File: src/rtl/rca_pkg.sv
// Shared constants and elaboration helpers for the carry-pipelined ripple adder.
// Segment width and configuration legality live here so every file agrees on them.
package rca_pkg;

    localparam logic ADD = 1'b0;
    localparam logic SUB = 1'b1;

    function automatic int seg_width(input int width, input int stages);
        return (stages >= 1) ? width / stages : width;
    endfunction

    function automatic bit cfg_ok(input int width, input int stages);
        return (width >= 1) && (stages >= 1) && ((width % stages) == 0);
    endfunction

endpackage

File: src/rtl/pipelined_rca_if.sv
// Operand/result bundle for pipelined_rca; the producer side is master, the adder is slave.
interface pipelined_rca_if #(parameter int WIDTH = 16);

    logic             enable;
    logic             in_valid;
    logic             sub;
    logic [WIDTH-1:0] A;
    logic [WIDTH-1:0] B;
    logic             Cin;
    logic             out_valid;
    logic [WIDTH:0]   Q;
    logic             ovf;

    modport master (
        output enable, in_valid, sub, A, B, Cin,
        input  out_valid, Q, ovf
    );

    modport slave (
        input  enable, in_valid, sub, A, B, Cin,
        output out_valid, Q, ovf
    );

endinterface

File: src/rtl/full_adder.sv
// Single-bit full adder cell used to build the ripple segments.
module full_adder (
    input  logic a,
    input  logic b,
    input  logic ci,
    output logic s,
    output logic co
);

    assign s  = a ^ b ^ ci;
    assign co = (a & b) | (ci & (a ^ b));

endmodule

File: src/rtl/rca_segment.sv
// Purely combinational SEG-bit ripple chain; also exposes the carry into its MSB
// so the final segment can derive signed overflow as carry-in(MSB) ^ carry-out.
module rca_segment #(
    parameter int SEG = 4
) (
    input  logic [SEG-1:0] a,
    input  logic [SEG-1:0] b,
    input  logic           ci,
    output logic [SEG-1:0] s,
    output logic           co,
    output logic           c_msb
);

    for (genvar i = 0; i < SEG; i++) begin : g_bit
        logic c_in;
        logic c_out;
        if (i == 0) begin : g_lsb
            assign c_in = ci;
        end else begin : g_upper
            assign c_in = g_bit[i-1].c_out;
        end
        full_adder u_fa (
            .a  (a[i]),
            .b  (b[i]),
            .ci (c_in),
            .s  (s[i]),
            .co (c_out)
        );
    end

    assign co    = g_bit[SEG-1].c_out;
    assign c_msb = g_bit[SEG-1].c_in;

endmodule

File: src/rtl/pipelined_rca.sv
// Carry-pipelined ripple adder/subtractor: STAGES segments separated by registers that
// carry the partial sum, the skewed operands, the segment carry and a valid tag.
module pipelined_rca
    import rca_pkg::*;
#(
    parameter int WIDTH  = 16,
    parameter int STAGES = 4
) (
    input logic             clk,
    input logic             rst_n,
    pipelined_rca_if.slave  bus
);

    localparam int SEG = seg_width(WIDTH, STAGES);

    if (!cfg_ok(WIDTH, STAGES)) begin : g_cfg_check
        $error("pipelined_rca: STAGES must be >= 1 and divide WIDTH");
    end

    typedef logic [WIDTH-1:0] word_t;

    word_t a_q   [STAGES];
    word_t a_d   [STAGES];
    word_t be_q  [STAGES];
    word_t be_d  [STAGES];
    word_t sum_q [STAGES];
    word_t sum_d [STAGES];
    logic  carry_q [STAGES];
    logic  carry_d [STAGES];
    logic  valid_q [STAGES];
    logic  valid_d [STAGES];
    logic  ovf_stage [STAGES];
    logic  ovf_q;
    logic  ovf_d;

    // Operands are passed whole between stages; bits already consumed are dead and get pruned.
    for (genvar k = 0; k < STAGES; k++) begin : g_stage
        localparam word_t SEG_MASK = word_t'({SEG{1'b1}}) << (k * SEG);

        word_t          a_src;
        word_t          be_src;
        word_t          sum_src;
        logic           c_src;
        logic           v_src;
        logic [SEG-1:0] seg_sum;
        logic           seg_co;
        logic           seg_cmsb;

        if (k == 0) begin : g_first
            assign a_src   = bus.A;
            assign be_src  = bus.B ^ {WIDTH{bus.sub}};
            assign sum_src = '0;
            assign c_src   = bus.Cin ^ bus.sub;
            assign v_src   = bus.in_valid;
        end else begin : g_next
            assign a_src   = a_q[k-1];
            assign be_src  = be_q[k-1];
            assign sum_src = sum_q[k-1];
            assign c_src   = carry_q[k-1];
            assign v_src   = valid_q[k-1];
        end

        rca_segment #(.SEG(SEG)) u_seg (
            .a     (a_src[k*SEG +: SEG]),
            .b     (be_src[k*SEG +: SEG]),
            .ci    (c_src),
            .s     (seg_sum),
            .co    (seg_co),
            .c_msb (seg_cmsb)
        );

        assign a_d[k]       = a_src;
        assign be_d[k]      = be_src;
        assign sum_d[k]     = (sum_src & ~SEG_MASK) | (word_t'(seg_sum) << (k * SEG));
        assign carry_d[k]   = seg_co;
        assign valid_d[k]   = v_src;
        assign ovf_stage[k] = seg_cmsb ^ seg_co;
    end

    assign ovf_d = ovf_stage[STAGES-1];

    always_ff @(posedge clk or negedge rst_n) begin
        if (!rst_n) begin
            for (int k = 0; k < STAGES; k++) begin
                a_q[k]     <= '0;
                be_q[k]    <= '0;
                sum_q[k]   <= '0;
                carry_q[k] <= 1'b0;
                valid_q[k] <= 1'b0;
            end
            ovf_q <= 1'b0;
        end else if (bus.enable) begin
            for (int k = 0; k < STAGES; k++) begin
                a_q[k]     <= a_d[k];
                be_q[k]    <= be_d[k];
                sum_q[k]   <= sum_d[k];
                carry_q[k] <= carry_d[k];
                valid_q[k] <= valid_d[k];
            end
            ovf_q <= ovf_d;
        end
    end

    assign bus.Q         = {carry_q[STAGES-1], sum_q[STAGES-1]};
    assign bus.ovf       = ovf_q;
    assign bus.out_valid = valid_q[STAGES-1];

endmodule

File: src/flat_wrapper.sv
// flat-port wrapper written by rule: the top's interface ports become plain ports
module pipelined_rca_flat import rca_pkg::*;
#(
    parameter int WIDTH  = 16,
    parameter int STAGES = 4
)
  (clk, rst_n, bus_enable, bus_in_valid, bus_sub, bus_A, bus_B, bus_Cin, bus_out_valid, bus_Q, bus_ovf);
  pipelined_rca_if #(.WIDTH(WIDTH)) bus_i ();
  input logic clk;
  input logic rst_n;
  input wire logic [$bits(bus_i.enable)-1:0] bus_enable;
  input wire logic [$bits(bus_i.in_valid)-1:0] bus_in_valid;
  input wire logic [$bits(bus_i.sub)-1:0] bus_sub;
  input wire logic [$bits(bus_i.A)-1:0] bus_A;
  input wire logic [$bits(bus_i.B)-1:0] bus_B;
  input wire logic [$bits(bus_i.Cin)-1:0] bus_Cin;
  output wire logic [$bits(bus_i.out_valid)-1:0] bus_out_valid;
  output wire logic [$bits(bus_i.Q)-1:0] bus_Q;
  output wire logic [$bits(bus_i.ovf)-1:0] bus_ovf;
  assign bus_i.enable = bus_enable;
  assign bus_i.in_valid = bus_in_valid;
  assign bus_i.sub = bus_sub;
  assign bus_i.A = bus_A;
  assign bus_i.B = bus_B;
  assign bus_i.Cin = bus_Cin;
  assign bus_out_valid = bus_i.out_valid;
  assign bus_Q = bus_i.Q;
  assign bus_ovf = bus_i.ovf;
  pipelined_rca #(.WIDTH(WIDTH), .STAGES(STAGES)) u_core (.clk(clk), .rst_n(rst_n), .bus(bus_i));
endmodule
File: config.mk
export PLATFORM = sky130hd
export DESIGN_NAME = pipelined_rca_flat
export DESIGN_NICKNAME = d
export VERILOG_FILES = /design/src/rtl/rca_pkg.sv /design/src/rtl/pipelined_rca_if.sv /design/src/rtl/full_adder.sv /design/src/rtl/rca_segment.sv /design/src/rtl/pipelined_rca.sv /design/src/flat_wrapper.sv
export SDC_FILE = /design/constraint.sdc
export NUM_CORES = 1
export LEC_CHECK = 0
export CAP_MARGIN = 0
export CORE_AREA = 2 2 70 122
export DETAILED_ROUTE_END_ITERATION = 8
export DIE_AREA = 0 0 72 124
export GPL_TIMING_DRIVEN = 0
export PLACE_DENSITY = 0.78
export SYNTH_ARGS = -nofsm -noshare
export SYNTH_HDL_FRONTEND = slang
export SYNTH_SLANG_ARGS = --single-unit
File: constraint.sdc
create_clock -name clk -period 2.75 [get_ports clk]
set_clock_uncertainty 0.2 [all_clocks]
set_input_delay 0.55 -clock clk [delete_from_list [all_inputs] [get_ports clk]]
set_output_delay 0.55 -clock clk [all_outputs]
set_load 0.01 [all_outputs]
== Yosys cells after proc, flatten, opt, wreduce, memory -nomap -nowiden ==
Index checks and enable logic that the tools add are counted.
Word-level totals
  input port bits: 38
  word-level logic and storage cells: 105
  output and inout port bits: 19
  register bits after elaboration: 145
Operators by class
  bitwise operators: 86
Operators with widths (number)
  XOR 1 bit: 34
  bitwise AND 1 bit: 32
  OR 1 bit: 16
  OR 12 x 16 -> 16 bit: 1
  XOR 16 bit: 1
  OR 8 x 12 -> 12 bit: 1
  OR 4 x 8 -> 8 bit: 1

== Longest topological paths before layout ==
Gate-level depths: netlist of the first run.
  depth in word-level cells: 10
  gate-level depth with buffers: 10
  mapped depth without buffers: 9

== Cells and area by module ==
A second synthesis of the first run with hierarchy kept.
Second synthesis, totals
  cell total of the unflattened synthesis: 255
  area total of the unflattened synthesis: 4384.2 sq um
Modules (own cells, without submodules)
  pipelined_rca: area an instance 4063.9 sq um, instances 1, cells an instance 239
  full_adder: area an instance 20.0 sq um, instances 16, cells an instance 1

== Worst setup path after synthesis of the first run ==
No wires, ideal clock.
  path kind: input to register
  from: input port bus_sub
  to: register u_core.sum_q (netlist bit u_core.g_stage[1].sum_src[3])
  data required time: 2.425 ns
  stages: 9
  slack: -0.378 ns
  data arrival time: 2.804 ns
  cell sequence: buf_6 buf_8 xnor2_1 fa_1 fa_1 fa_1 inv_1 fa_1 mux2_2
On the way
  cells in the longest elaborated chain, start to end: 9
  elaborated cells between the ends (all ways): 16
Ends and longest elaborated chain
  start: declaration: line flat_wrapper.sv:13  | input wire logic [$bits(bus_i.sub)-1:0] bus_sub;
  XOR 16 bit: line pipelined_rca.sv:51  | assign be_src = bus.B ^ {WIDTH{bus.sub}};
  XOR 1 bit: line full_adder.sv:11  | assign co = (a & b) | (ci & (a ^ b));
  bitwise AND 1 bit: line full_adder.sv:11
  OR 1 bit: line full_adder.sv:11
  bitwise AND 1 bit: line full_adder.sv:11
  OR 1 bit: line full_adder.sv:11
  bitwise AND 1 bit: line full_adder.sv:11
  OR 1 bit: line full_adder.sv:11
  XOR 1 bit *: line full_adder.sv:10  | assign s = a ^ b ^ ci;
  via u_core.g_stage[0].u_seg.g_bit[3].u_fa.s: line full_adder.sv:6  | output logic s,
  end signal: indexed assignment: line pipelined_rca.sv:96  | sum_q[k] <= sum_d[k];
  end: declaration: line pipelined_rca.sv:26  | word_t sum_q [STAGES];
Mark *: on every way through the listed nets, which the timed path passes. The rest lies on a longest branch.
A chain may end at the register's enable or synchronous reset.

== Worst setup path after layout of the first run ==
  from: input port bus_A[0]
  to: register u_core.sum_q (netlist bit u_core.g_stage[1].sum_src[3])
On the way
  cells in the longest elaborated chain, start to end: 8
  elaborated cells between the ends (all ways): 9
Ends and longest elaborated chain
  start: declaration: line flat_wrapper.sv:14  | input wire logic [$bits(bus_i.A)-1:0] bus_A;
  XOR 1 bit: line full_adder.sv:11
  bitwise AND 1 bit: line full_adder.sv:11
  OR 1 bit *: line full_adder.sv:11
  bitwise AND 1 bit *: line full_adder.sv:11
  OR 1 bit *: line full_adder.sv:11
  bitwise AND 1 bit *: line full_adder.sv:11
  OR 1 bit *: line full_adder.sv:11
  XOR 1 bit *: line full_adder.sv:10
  via u_core.g_stage[0].u_seg.g_bit[3].u_fa.s: line full_adder.sv:6
Marks and branches as above.

==> results.md, run 1 <==
* Buffering stage count on the worst path with inverters included at 3
* Antenna cell count at 0
* Total count of hold-check failures in the final report at 0
* Total Power at 4.32 mW
* ANT nets after route at 0
* Initial DRC count at 148
* Maximum count of clock buffers along a single path at 2
* Net count after synthesis at 358
* Kind of start point of the critical path: input pin
* Final critical delay including setup and external delays at 2.68 ns
* Clock buffers created by TritonCTS at 9
* Peak VDD IR at 0.465 mV
* Outcome: finished, final reports clean
* Wire length of the first global-routing pass at 12.3 mm
* Number of placement rows at 43
* Critical path fanouts, max at 1
* Endpoint required time on the critical path at 2.77 ns
* Power Dens Cells at 823 mW/mm^2
* Mapped Area at 0.00423 sq mm
* Starting Density at 53.5%
* Initial antenna violation count at 0
* Slowest cell delay on critical path at 0.40 ns
* Number of library cell types mapped by synthesis at 17
* Number of warnings printed during yosys synthesis at 0
* Total wire length at 7.03 mm
* Seq/Total Area, Yosys at 57.4%
* Overall track demand over capacity in global routing at 18.3%
* Kind of capture point of the worst setup path: flip-flop
* F_max at 373 MHz
* Final-layout fill cell count at 601
* Final cycle utilization of the critical path at 97.5%
* Fin nets at 425
* TritonRoute pass-1 iters at 4
* Final non-filler cell total at 466
* Worst skew pair latency at 0.33 ns
* Mapped Cells at 304
* Most frequent CP cell: sky130_fd_sc_hd__fa_2
* Critical path cell sequence: dlygate4sd2_1 -> inv_1 -> fa_2 -> fa_2 -> fa_2 -> inv_2 -> fa_1 -> mux2_4
* Final setup violation count at 0
* Number of I/O pins at 57
* CP max stage cell: sky130_fd_sc_hd__fa_2
* Wire length per cell at 15.1 microns
* Number of maximum-capacitance constraint violations at 0
* Placed insts at 449
* Register clock-pin slew on the reported worst setup and hold paths at 0.06 ns
* Unrepaired setup endpoints after global routing: no
* Die width at 72 microns
* HPWL reported at the end of detailed placement at 5.21 mm
* Area inside the core boundary at 0.00791 sq mm
* Transition time at the pin with the least slew margin at 0.384 ns
* Relative slew margins at 74.4%
* Static leakage at 2.33 nW
* Share of final-layout standard cells stronger than drive strength 1 at 27.4%
* Synth-to-layout area growth at 24.1%
* Synthesized area per cell at 13.9 sq um
* Register bit count reported by yosys at 97
* Drc violations at 0
* Number of global-route vias before repair at 2596
* Clock Tree Root: sky130_fd_sc_hd__clkbuf_16
* Worst min-delay path category: flip-flop to flip-flop
* TritonCTS clock tree: built
* Arrival time worst endpoint at 2.70 ns
* Detailed-route via count at 2359
* Largest net degree at the start of global routing at 70
* Top delay family on crit path: adder cells
* Number of input and output port buffers inserted at 54
* Crit Path Class: input pin to flip-flop
* Die Span Y at 124 microns
* Weighted congestion reported at the end of routability-driven placement at 0.799
* Number of levels the H-tree was split into at 3
* Routed via count divided by cell count at 5.06
* Number of slew-limit violations in the final report at 0
* Number of sinks handled by clock tree synthesis at 97
* Total die area at 0.00893 sq mm
* GRT Residual Overflow at 0
final timing paths:
check	start	endpoint	slack, ns	cells past startpoint
max	bus_A[0]	u_core.g_stage[1].sum_src[3]	0.07	8
min	u_core.g_stage[2].be_src[13]	u_core.g_stage[3].be_src[13]	0.27	2
max reg2reg	u_core.g_stage[3].c_src	u_core.bus.ovf	0.20	9
min reg2reg	u_core.g_stage[2].be_src[13]	u_core.g_stage[3].be_src[13]	0.27	2
max in group asynchronous	rst_n	u_core.g_stage[1].be_src[12]	1.23	3
min in group asynchronous	rst_n	u_core.g_stage[2].sum_src[1]	0.48	2
synth_stat cells:
cell,count,share of area (%)
sky130_fd_sc_hd__clkbuf_8,1,0.33
sky130_fd_sc_hd__buf_8,1,0.35
sky130_fd_sc_hd__buf_2,1,0.12
sky130_fd_sc_hd__nand2_1,11,0.98
sky130_fd_sc_hd__buf_12,1,0.47
sky130_fd_sc_hd__nor2_1,16,1.4
sky130_fd_sc_hd__a21oi_1,16,1.9
sky130_fd_sc_hd__xor2_1,1,0.21
sky130_fd_sc_hd__o21ai_0,11,1.3
sky130_fd_sc_hd__inv_1,33,2.9
sky130_fd_sc_hd__buf_6,11,2.9
sky130_fd_sc_hd__mux2i_1,8,1.9
sky130_fd_sc_hd__fa_1,16,7.6
sky130_fd_sc_hd__xnor2_1,17,3.5
sky130_fd_sc_hd__buf_4,1,0.18
sky130_fd_sc_hd__dfrtp_1,97,57
sky130_fd_sc_hd__mux2_2,62,17
repair_timing:
action,in CTS,in global routing
endpoints found under the setup margin,1,1
hold buffers,1,0
pin swaps,6,1
gates resized for setup,17,0
setup buffers,1,0
endpoints found under the hold margin,28,0
worst reg2reg max path: cells and delay by family (launching register included):
kind | cells | cell delay [ns]
adders and majority gates | 4 | 1.25
DFF | 1 | 0.38
muxes | 1 | 0.26
buffers and inverters | 3 | 0.22
xor gates and xnor gates | 1 | 0.14
power breakdown:
part           internal (mW)  total, mW  switching [mW]
Clock                  0.728       1.23           0.504
Combinational          0.657       1.08           0.419
Sequential              1.81       2.01           0.201
per-stage QoR:
| step | worst slack (ns) | setup TNS [ns] | util [%] | instance area (sq um) | hold slack, ns |
|---|---|---|---|---|---|
| 6_report | 0.0676 | 0 | 66.4 | 5250 | 0.274 |
| 5_1_grt | 0.0117 | 0 | 66.4 | 5250 | 0.314 |
| 4_1_cts | 0.000905 | 0 | 66.4 | 5250 | 0.275 |
| 3_5_place_dp | -0.588 | -0.717 | 62.2 | 4920 | 0.262 |
| 3_3_place_gp | -2.49 | -241.27 | 61.9 | 4890 | 0.267 |
| 2_1_floorplan | -0.289 | -0.289 | - | 4240 | 0.0544 |
placed cells by master, fill, tap and decap left out, drive strengths merged:
cell type      netlist  final
bufinv               0      1
clkinv               0      3
nor2                16     16
dfrtp               97     97
xnor2               17     17
buf                 15     19
mux2i                8      8
dlygate4sd2          0      1
a21oi               16     16
mux2                62     62
fa                  16     16
dlygate4sd3          0      1
inv                 33     34
nand2               11     11
clkdlybuf4s50        0     50
xor2                 1      1
clkbuf               1     12
o21ai               11     11
sequential cells by signal (all words and copies together) (netlist names):
| signal | flops |
|---|---|
| u_core.g_stage.v_src | 3 |
| u_core.g_stage.be_src | 24 |
| u_core.bus.out_valid | 1 |
| u_core.bus.Q | 17 |
| u_core.g_stage.c_src | 3 |
| u_core.bus.ovf | 1 |
| u_core.g_stage.sum_src | 24 |
| u_core.g_stage.a_src | 24 |
kinds of logic (layout without fill, tap and decap cells):
kind of cell / after synthesis / after routing / synth area share [%]
muxes: 70 / 70 / 18.4
DFF: 97 / 97 / 57.4
and+or+nand+nor: 27 / 27 / 2.40
AOI/OAI and AO/OA: 27 / 27 / 3.20
adders and majority gates: 16 / 16 / 7.57
buffers and inverters: 49 / 121 / 7.31
xor gates and xnor gates: 18 / 18 / 3.73
cell type report:
cell class              instances  area [sq um]  area share, %
clock buffers                  11           243           4.62
inverters                      33           124           2.36
multi-input cells             158          1530           29.2
flip-flops and latches         97          2430           46.2
well taps                      90           113           2.15
plain buffers                  15           186           3.55
clock inverters                 5          53.8           1.03
repair buffers                 57           572           10.9
routing by layer:
layer	vias to the layer above	track usage, %	part of all wire, %
met5	-	0	0
met4	0	9.55	2.2
met3	10	2.35	2.5
met2	39	32.3	54
met1	1193	21.7	41
li1	1117	-	-
(Power assumes the default switching activity.)
==> run 2: changes to the inputs <==
--- a/config.mk
+++ b/config.mk
@@ -7,9 +7,11 @@
 export LEC_CHECK = 0
 export CAP_MARGIN = 0
 export CORE_AREA = 2 2 70 122
+export CTS_BUF_LIST = sky130_fd_sc_hd__clkbuf_8
 export DETAILED_ROUTE_END_ITERATION = 8
 export DIE_AREA = 0 0 72 124
 export GPL_TIMING_DRIVEN = 0
+export HOLD_SLACK_MARGIN = 0.08
 export PLACE_DENSITY = 0.78
 export SYNTH_ARGS = -nofsm -noshare
 export SYNTH_HDL_FRONTEND = slang
==> run 2 against run 1 <==
Effect of this change: critical path depth did not move; combinational power barely moved; utilization fell by 1.6 points; first-iteration DRC count fell by 8.8%; worst hold slack improved by 0.0036 ns; fmax fell by 0.16%; global-route usage fell by 0.43 points; largest power group unchanged.
==> results.md, run 2 (synthesis gave the netlist of run 1 again) <==
* Outcome: finished, final reports clean
* Part of the power in combinational logic at 26.8%
* Buffering stage count on the worst path with inverters included at 2
* Fin nets at 424
* Depth of the worst register-to-register path at 9
* Number of placement rows at 43
* Top delay family on crit path: adder cells
* Worst skew pair latency at 0.36 ns
* Clock Tree Root: sky130_fd_sc_hd__clkbuf_8
* Switching power share of the total at 27.2%
* Total die area at 0.00893 sq mm
* Maximum count of clock buffers along a single path at 2
* Final non-filler cell total at 465
* Unrepaired setup endpoints after global routing: no
* Arrival time worst endpoint at 2.73 ns
* Number of slew-limit violations in the final report at 0
* Total wire length at 6.93 mm
* Register clock-pin slew on the reported worst setup and hold paths at 0.09 ns
* Largest net degree at the start of global routing at 70
* Critical path fanouts, max at 17
* Worst reg2reg setup slack at 0.19 ns
* Critical path cell sequence: buf_12 -> xnor2_2 -> fa_2 -> fa_2 -> fa_2 -> inv_2 -> fa_1 -> mux2_4
* Initial DRC count at 135
* Final cycle utilization of the critical path at 97.7%
* Critical R2R Launch: u_core.g_stage[3].be_src[12]
* Endpoint required time on the critical path at 2.80 ns
* Number of maximum-capacitance constraint violations at 0
* Most frequent cells in the layout: 97 x sky130_fd_sc_hd__dfrtp_1, 61 x sky130_fd_sc_hd__mux2_2, 50 x sky130_fd_sc_hd__clkdlybuf4s50_1, 33 x sky130_fd_sc_hd__inv_1
* End of the worst register-to-register path: u_core.bus.ovf
* Number of sinks handled by clock tree synthesis at 97
* Area used by multi-input combinational logic at 0.00152 sq mm
* Overall track demand over capacity in global routing at 17.9%
* Switching Power at 1.09 mW
* Share of final-layout standard cells stronger than drive strength 1 at 27.2%
* Detailed-route via count at 2337
* Worst hold path depth at 2
* Worst min-delay path startpoint: u_core.g_stage[2].be_src[13]
* Dpl ws at -0.588 ns
* Synth-to-layout area growth at 21.1%
* Most frequent CP cell: sky130_fd_sc_hd__fa_2
* Part of the total power dissipated in sequential elements at 50.4%
* TritonRoute pass-1 iters at 4
* Clock buffers created by TritonCTS at 9
* Number of levels the H-tree was split into at 3
* ANT nets after route at 0
* Routed via count divided by cell count at 5.03
* Area inside the core boundary at 0.00791 sq mm
* Worst min-delay path category: flip-flop to flip-flop
* Final critical delay including setup and external delays at 2.69 ns
* Die Span Y at 124 microns
* Number of global-route vias before repair at 2516
* Kind of start point of the critical path: input pin
* Power Dens Cells at 779 mW/mm^2
* Initial antenna violation count at 0
* F_max at 372 MHz
* Static leakage at 2.27 nW
* GRT Residual Overflow at 0
* Clock power share at 22.8%
* Worst setup margin at 0.0634 ns
* Transition time at the pin with the least slew margin at 0.384 ns
* Number of I/O pins at 57
* CP max stage cell: sky130_fd_sc_hd__fa_2
* Storage element area at 0.00243 sq mm
* Die width at 72 microns
* Placed insts at 449
* HPWL reported at the end of detailed placement at 5.21 mm
* Most common library cell in the layout ignoring fill and taps: sky130_fd_sc_hd__dfrtp_1
* Wire length per cell at 14.9 microns
* Weighted congestion reported at the end of routability-driven placement at 0.799
* Starting Density at 53.5%
* Crit Path Class: input pin to flip-flop
* Kind of capture point of the worst setup path: flip-flop
* Wire length of the first global-routing pass at 12.0 mm
* Final setup violation count at 0
* Peak VDD IR at 0.447 mV
* Number of input and output port buffers inserted at 54
* Antenna cell count at 0
* TritonCTS clock tree: built
* Endpoint, Worst Hold: u_core.g_stage[3].be_src[13]
* Drc violations at 0
* Internal power at 2.90 mW
* Relative slew margins at 74.4%
* Total count of hold-check failures in the final report at 0
* Slowest cell delay on critical path at 0.40 ns
* Final-layout fill cell count at 619
==> run 2: worst reg2reg max path: cells and delay by family (launching register included) <==
family | cells | cell delay, ns
XOR/XNOR | 1 | 0.14
adder cells (fa/ha/maj) | 4 | 1.27
flip-flops | 1 | 0.38
multiplexers | 1 | 0.26
buffers and inverters | 3 | 0.22
==> run 2: repair_timing <==
item,CTS,global route
buffers inserted,0,0
hold buffers,1,0
setup endpoints to repair,1,1
hold endpoints to repair,28,0
pin swaps,6,1
gates resized for setup,15,0
==> run 2: area by class of cell <==
type / count / area share (%)
repair buffers: 56 / 11.0
well taps: 90 / 2.20
clock buffers: 10 / 2.69
inverters: 33 / 2.42
flip-flops and latches: 97 / 47.4
multi-input cells: 158 / 29.7
plain buffers: 15 / 3.49
clock inverters: 6 / 1.12
==> run 2: worst max-delay path by stage <==
stage / startpoint / end / cells after the start
finish: bus_sub / u_core.g_stage[1].sum_src[3] / 8
global route: bus_sub / u_core.g_stage[1].sum_src[3] / 8
CTS: bus_sub / u_core.g_stage[1].sum_src[3] / 8
detailed placement: bus_B[0] / u_core.g_stage[1].sum_src[3] / 8
global placement: rst_n / u_core.g_stage[1].a_src[13] / 1
floorplan: bus_sub / u_core.g_stage[1].sum_src[3] / 9
==> run 2: stage by stage <==
step                      instance area, sq um  util (%)  power, mW  setup TNS (ns)  hold WS (ns)
after floorplan                           4240         -       2.60          -0.289        0.0544
after global placement                    4890      61.9       3.06         -241.27         0.267
after detailed placement                  4920      62.2       3.13          -0.717         0.262
after CTS                                 5120      64.8       4.03               0         0.280
after global routing                      5120      64.8       4.24               0         0.321
final                                     5120      64.8       3.99               0         0.277
==> run 2: per-layer routing <==
layer,vias up,wire [microns],part of all wire [%],track usage [%]
li1,1111,-,-,-
met1,1174,2900,42,21.7
met2,41,3680,53,31.1
met3,11,231,3.3,4.05
met4,0,114,1.6,6.72
met5,-,0,0,0
==> run 2: power by group through the flow <==
stage	Clock, mW	Combinational (mW)	Sequential [mW]
CTS	0.925	1.09	2.02
finish	0.911	1.07	2.01
global placement	0	1.04	2.02
global route	0.984	1.20	2.06
floorplan	0	0.556	2.05
detailed placement	0	1.08	2.05
==> run 3: changes to the inputs <==
--- a/config.mk
+++ b/config.mk
@@ -5,6 +5,7 @@
 export SDC_FILE = /design/constraint.sdc
 export NUM_CORES = 1
 export LEC_CHECK = 0
+export ABC_AREA = 1
 export CAP_MARGIN = 0
 export CORE_AREA = 2 2 70 122
 export CTS_BUF_LIST = sky130_fd_sc_hd__clkbuf_8
==> run 3 against run 2 <==
Effect of this change: register-to-register slack got worse by 0.03 ns; area after synthesis about the same; critical path type unchanged; sequential power decreased by 10%; via count increased by 31%; first-iteration DRC count increased by 87%; synthesized cell count increased by 51%; design area about the same; fmax decreased by 0.55%; largest power group unchanged; count of clock-buffer cells in the layout decreased by 1; critical path depth increased by 1.
==> results.md, run 3 <==
* Synth top area cells: sky130_fd_sc_hd__dfrtp_1 57%, sky130_fd_sc_hd__nand2_1 17%, sky130_fd_sc_hd__fa_1 7.6%
* HPWL reported at the end of detailed placement at 6.24 mm
* Register bit count reported by yosys at 97
* Kind of capture point of the worst setup path: flip-flop
* Routed via count divided by cell count at 4.93
* Area used by multi-input combinational logic at 0.00144 sq mm
* Synth-to-layout area growth at 21.1%
* Worst skew pair latency at 0.36 ns
* TritonCTS clock tree: built
* ANT nets after route at 0
* Final critical delay including setup and external delays at 2.70 ns
* Static leakage at 2.61 nW
* Detailed-route via count at 3061
* Total Power at 3.40 mW
* Top delay family on crit path: adder cells
* Depth of the worst register-to-register path at 8
* Number of input and output port buffers inserted at 54
* Fraction of registers with async set/reset at 100%
* Total count of hold-check failures in the final report at 0
* Critical R2R Launch: u_core.g_stage[3].be_src[12]
* Maximum count of clock buffers along a single path at 2
* Seq/Total Area, Yosys at 57.4%
* Wire length of the first global-routing pass at 14.3 mm
* Number of global-route vias before repair at 3086
* Most frequent CP cell: sky130_fd_sc_hd__fa_2
* Power Dens Cells at 663 mW/mm^2
* Final setup violation count at 0
* Aggregate negative setup slack at 0 ns
* Proportion of netlist area held by the largest area contributor at 57.4%
* Most common library cell in the layout ignoring fill and taps: sky130_fd_sc_hd__nand2_1
* Crit Path Class: input pin to flip-flop
* Total die area at 0.00893 sq mm
* Total wire length at 8.37 mm
* Clock buffers created by TritonCTS at 9
* Clock Tree Root: sky130_fd_sc_hd__clkbuf_8
* Number of placement rows at 43
* Worst min-delay path category: flip-flop to flip-flop
* Slowest cell delay on critical path at 0.43 ns
* Number of levels the H-tree was split into at 3
* Worst min-delay path startpoint: u_core.bus.Q[8]
* Storage element area at 0.00243 sq mm
* Weighted congestion reported at the end of routability-driven placement at 0.817
* Unrepaired setup endpoints after global routing: no
* Share of final-layout standard cells stronger than drive strength 1 at 8.85%
* Relative slew margins at 75.6%
* Number of buffers added for setup after CTS at 0
* Endpoint, Worst Hold: u_core.bus.Q[8]
* Initial antenna violation count at 0
* Overall track demand over capacity in global routing at 21.3%
* Critical path fanouts, max at 1
* Worst hold path depth at 2
* F_max at 370 MHz
* Area inside the core boundary at 0.00791 sq mm
* CP max stage cell: sky130_fd_sc_hd__clkdlybuf4s50_1
* Placed insts at 604
* Synthesized area per cell at 9.22 sq um
* GRT Residual Overflow at 0
* Most used flip-flop cell after synthesis: sky130_fd_sc_hd__dfrtp_1
* Dominant cell type by area after synthesis: sky130_fd_sc_hd__dfrtp_1
* Top cells by count, synth: 190 x sky130_fd_sc_hd__nand2_1, 97 x sky130_fd_sc_hd__dfrtp_1, 56 x sky130_fd_sc_hd__inv_1
* Transition time at the pin with the least slew margin at 0.366 ns
* Peak VDD IR at 0.385 mV
* Initial DRC count at 252
* Final non-filler cell total at 621
* Worst reg2reg setup slack at 0.16 ns
* Critical path cell sequence: clkdlybuf4s50_1 -> xnor2_1 -> fa_2 -> fa_2 -> fa_2 -> inv_2 -> fa_1 -> nand2_1 -> nand2_1
* Arrival time worst endpoint at 2.77 ns
* Die Span Y at 124 microns
* Mapped Area at 0.00423 sq mm
* TritonRoute pass-1 iters at 4
* Number of sinks handled by clock tree synthesis at 97
* Endpoint required time on the critical path at 2.82 ns
* Number of maximum-capacitance constraint violations at 0
* Kind of start point of the critical path: input pin
* Most frequent cells in the layout: 190 x sky130_fd_sc_hd__nand2_1, 97 x sky130_fd_sc_hd__dfrtp_1, 56 x sky130_fd_sc_hd__inv_1, 53 x sky130_fd_sc_hd__o21ai_0, 52 x sky130_fd_sc_hd__clkdlybuf4s50_1
* Mapped Cells at 459
* Register clock-pin slew on the reported worst setup and hold paths at 0.09 ns
* Number of I/O pins at 57
* Cell with the most instances after synthesis: sky130_fd_sc_hd__nand2_1
* Number of library cell types mapped by synthesis at 14
* Largest net degree at the start of global routing at 76
* Drc violations at 0
* Fin nets at 580
* Starting Density at 53.5%
* End of the worst register-to-register path: u_core.bus.Q[15]
* Final-layout fill cell count at 651
* Antenna cell count at 0
* Die width at 72 microns
* Final cycle utilization of the critical path at 98.2%
* Buffering stage count on the worst path with inverters included at 2
* Outcome: finished, final reports clean
* Net count after synthesis at 513
* Number of warnings printed during yosys synthesis at 0
* Number of enable-type register cells in the synthesized netlist at 0
* Number of slew-limit violations in the final report at 0
* Wire length per cell at 13.5 microns
run 3: changes by cell type in the layout (fill, tap and decap cells not counted), moves of 16 or more:
cell                      previous run  this run
sky130_fd_sc_hd__a21oi_1            16         0
sky130_fd_sc_hd__o21ai_0            11        53
sky130_fd_sc_hd__nor2_1             16         0
sky130_fd_sc_hd__nand2_1            11       190
sky130_fd_sc_hd__inv_1              33        56
sky130_fd_sc_hd__mux2_2             61         0
run 3: metal layers:
layer  up-vias  track usage [%]  wire, microns
met5         -                0              0
met4         0             9.79            206
met3        16             4.13            286
met2        63             37.2           4520
met1      1459             25.1           3360
li1       1523                -              -
run 3: logic make-up after synthesis:
logic type / after synthesis / synth area share [%]
simple gates: 203 / 18.4
flops: 97 / 57.4
buf+inv: 81 / 8.90
compound gates: 57 / 6.74
fa+ha+maj: 16 / 7.57
xor+xnor: 5 / 1.03
run 3: tightest hold or removal path: stages, from the launching register on:
cell and delay, ns:
sky130_fd_sc_hd__dfrtp_1 0.35, sky130_fd_sc_hd__nand2_1 0.05, sky130_fd_sc_hd__nand2_1 0.05
run 3: worst max-delay path by stage:
stage,cells past startpoint,start,to,slack [ns]
6_report,9,bus_Cin,u_core.g_stage[1].sum_src[3],0.05
5_1_grt,9,bus_Cin,u_core.g_stage[1].sum_src[3],0.0003
4_1_cts,9,bus_Cin,u_core.g_stage[1].sum_src[3],0.02
3_5_place_dp,9,bus_B[0],u_core.g_stage[1].sum_src[3],-0.40
3_3_place_gp,1,rst_n,u_core.g_stage[1].a_src[12],-2.44
2_1_floorplan,10,bus_sub,u_core.g_stage[1].sum_src[3],-0.16
run 3: power by group:
| group | internal (mW) | leakage (nW) | total [mW] | switching (mW) |
|---|---|---|---|---|
| logic | 0.349 | 1.30 | 0.716 | 0.367 |
| registers | 1.67 | 1.20 | 1.80 | 0.128 |
| clock network | 0.412 | 0.104 | 0.881 | 0.468 |
run 3: layout make-up:
type                       instances  area share, %
timing repair buffer              56           11.2
clock buffer                       9           2.42
inverter                          57           4.22
clock inverter                     7           1.22
multi-input combinational        281           28.2
buffer                            24           3.20
tap                               90           2.20
sequential                        97           47.4
run 3: through the flow:
stage	util, %	hold WS, ns	worst slack [ns]	instance area, sq um
floorplan	-	0.0544	-0.157	4240
global placement	61.9	0.252	-2.44	4890
detailed placement	62.2	0.259	-0.405	4920
CTS	64.8	0.280	0.0243	5120
global route	64.8	0.294	0.000310	5120
finish	64.8	0.276	0.0484	5120
run 3: repair_timing:
item,in CTS,in global routing
hold endpoints to repair,22,0
hold buffers,1,0
pin swaps,1,0
gates resized for setup,2,2
setup endpoints to repair,1,1
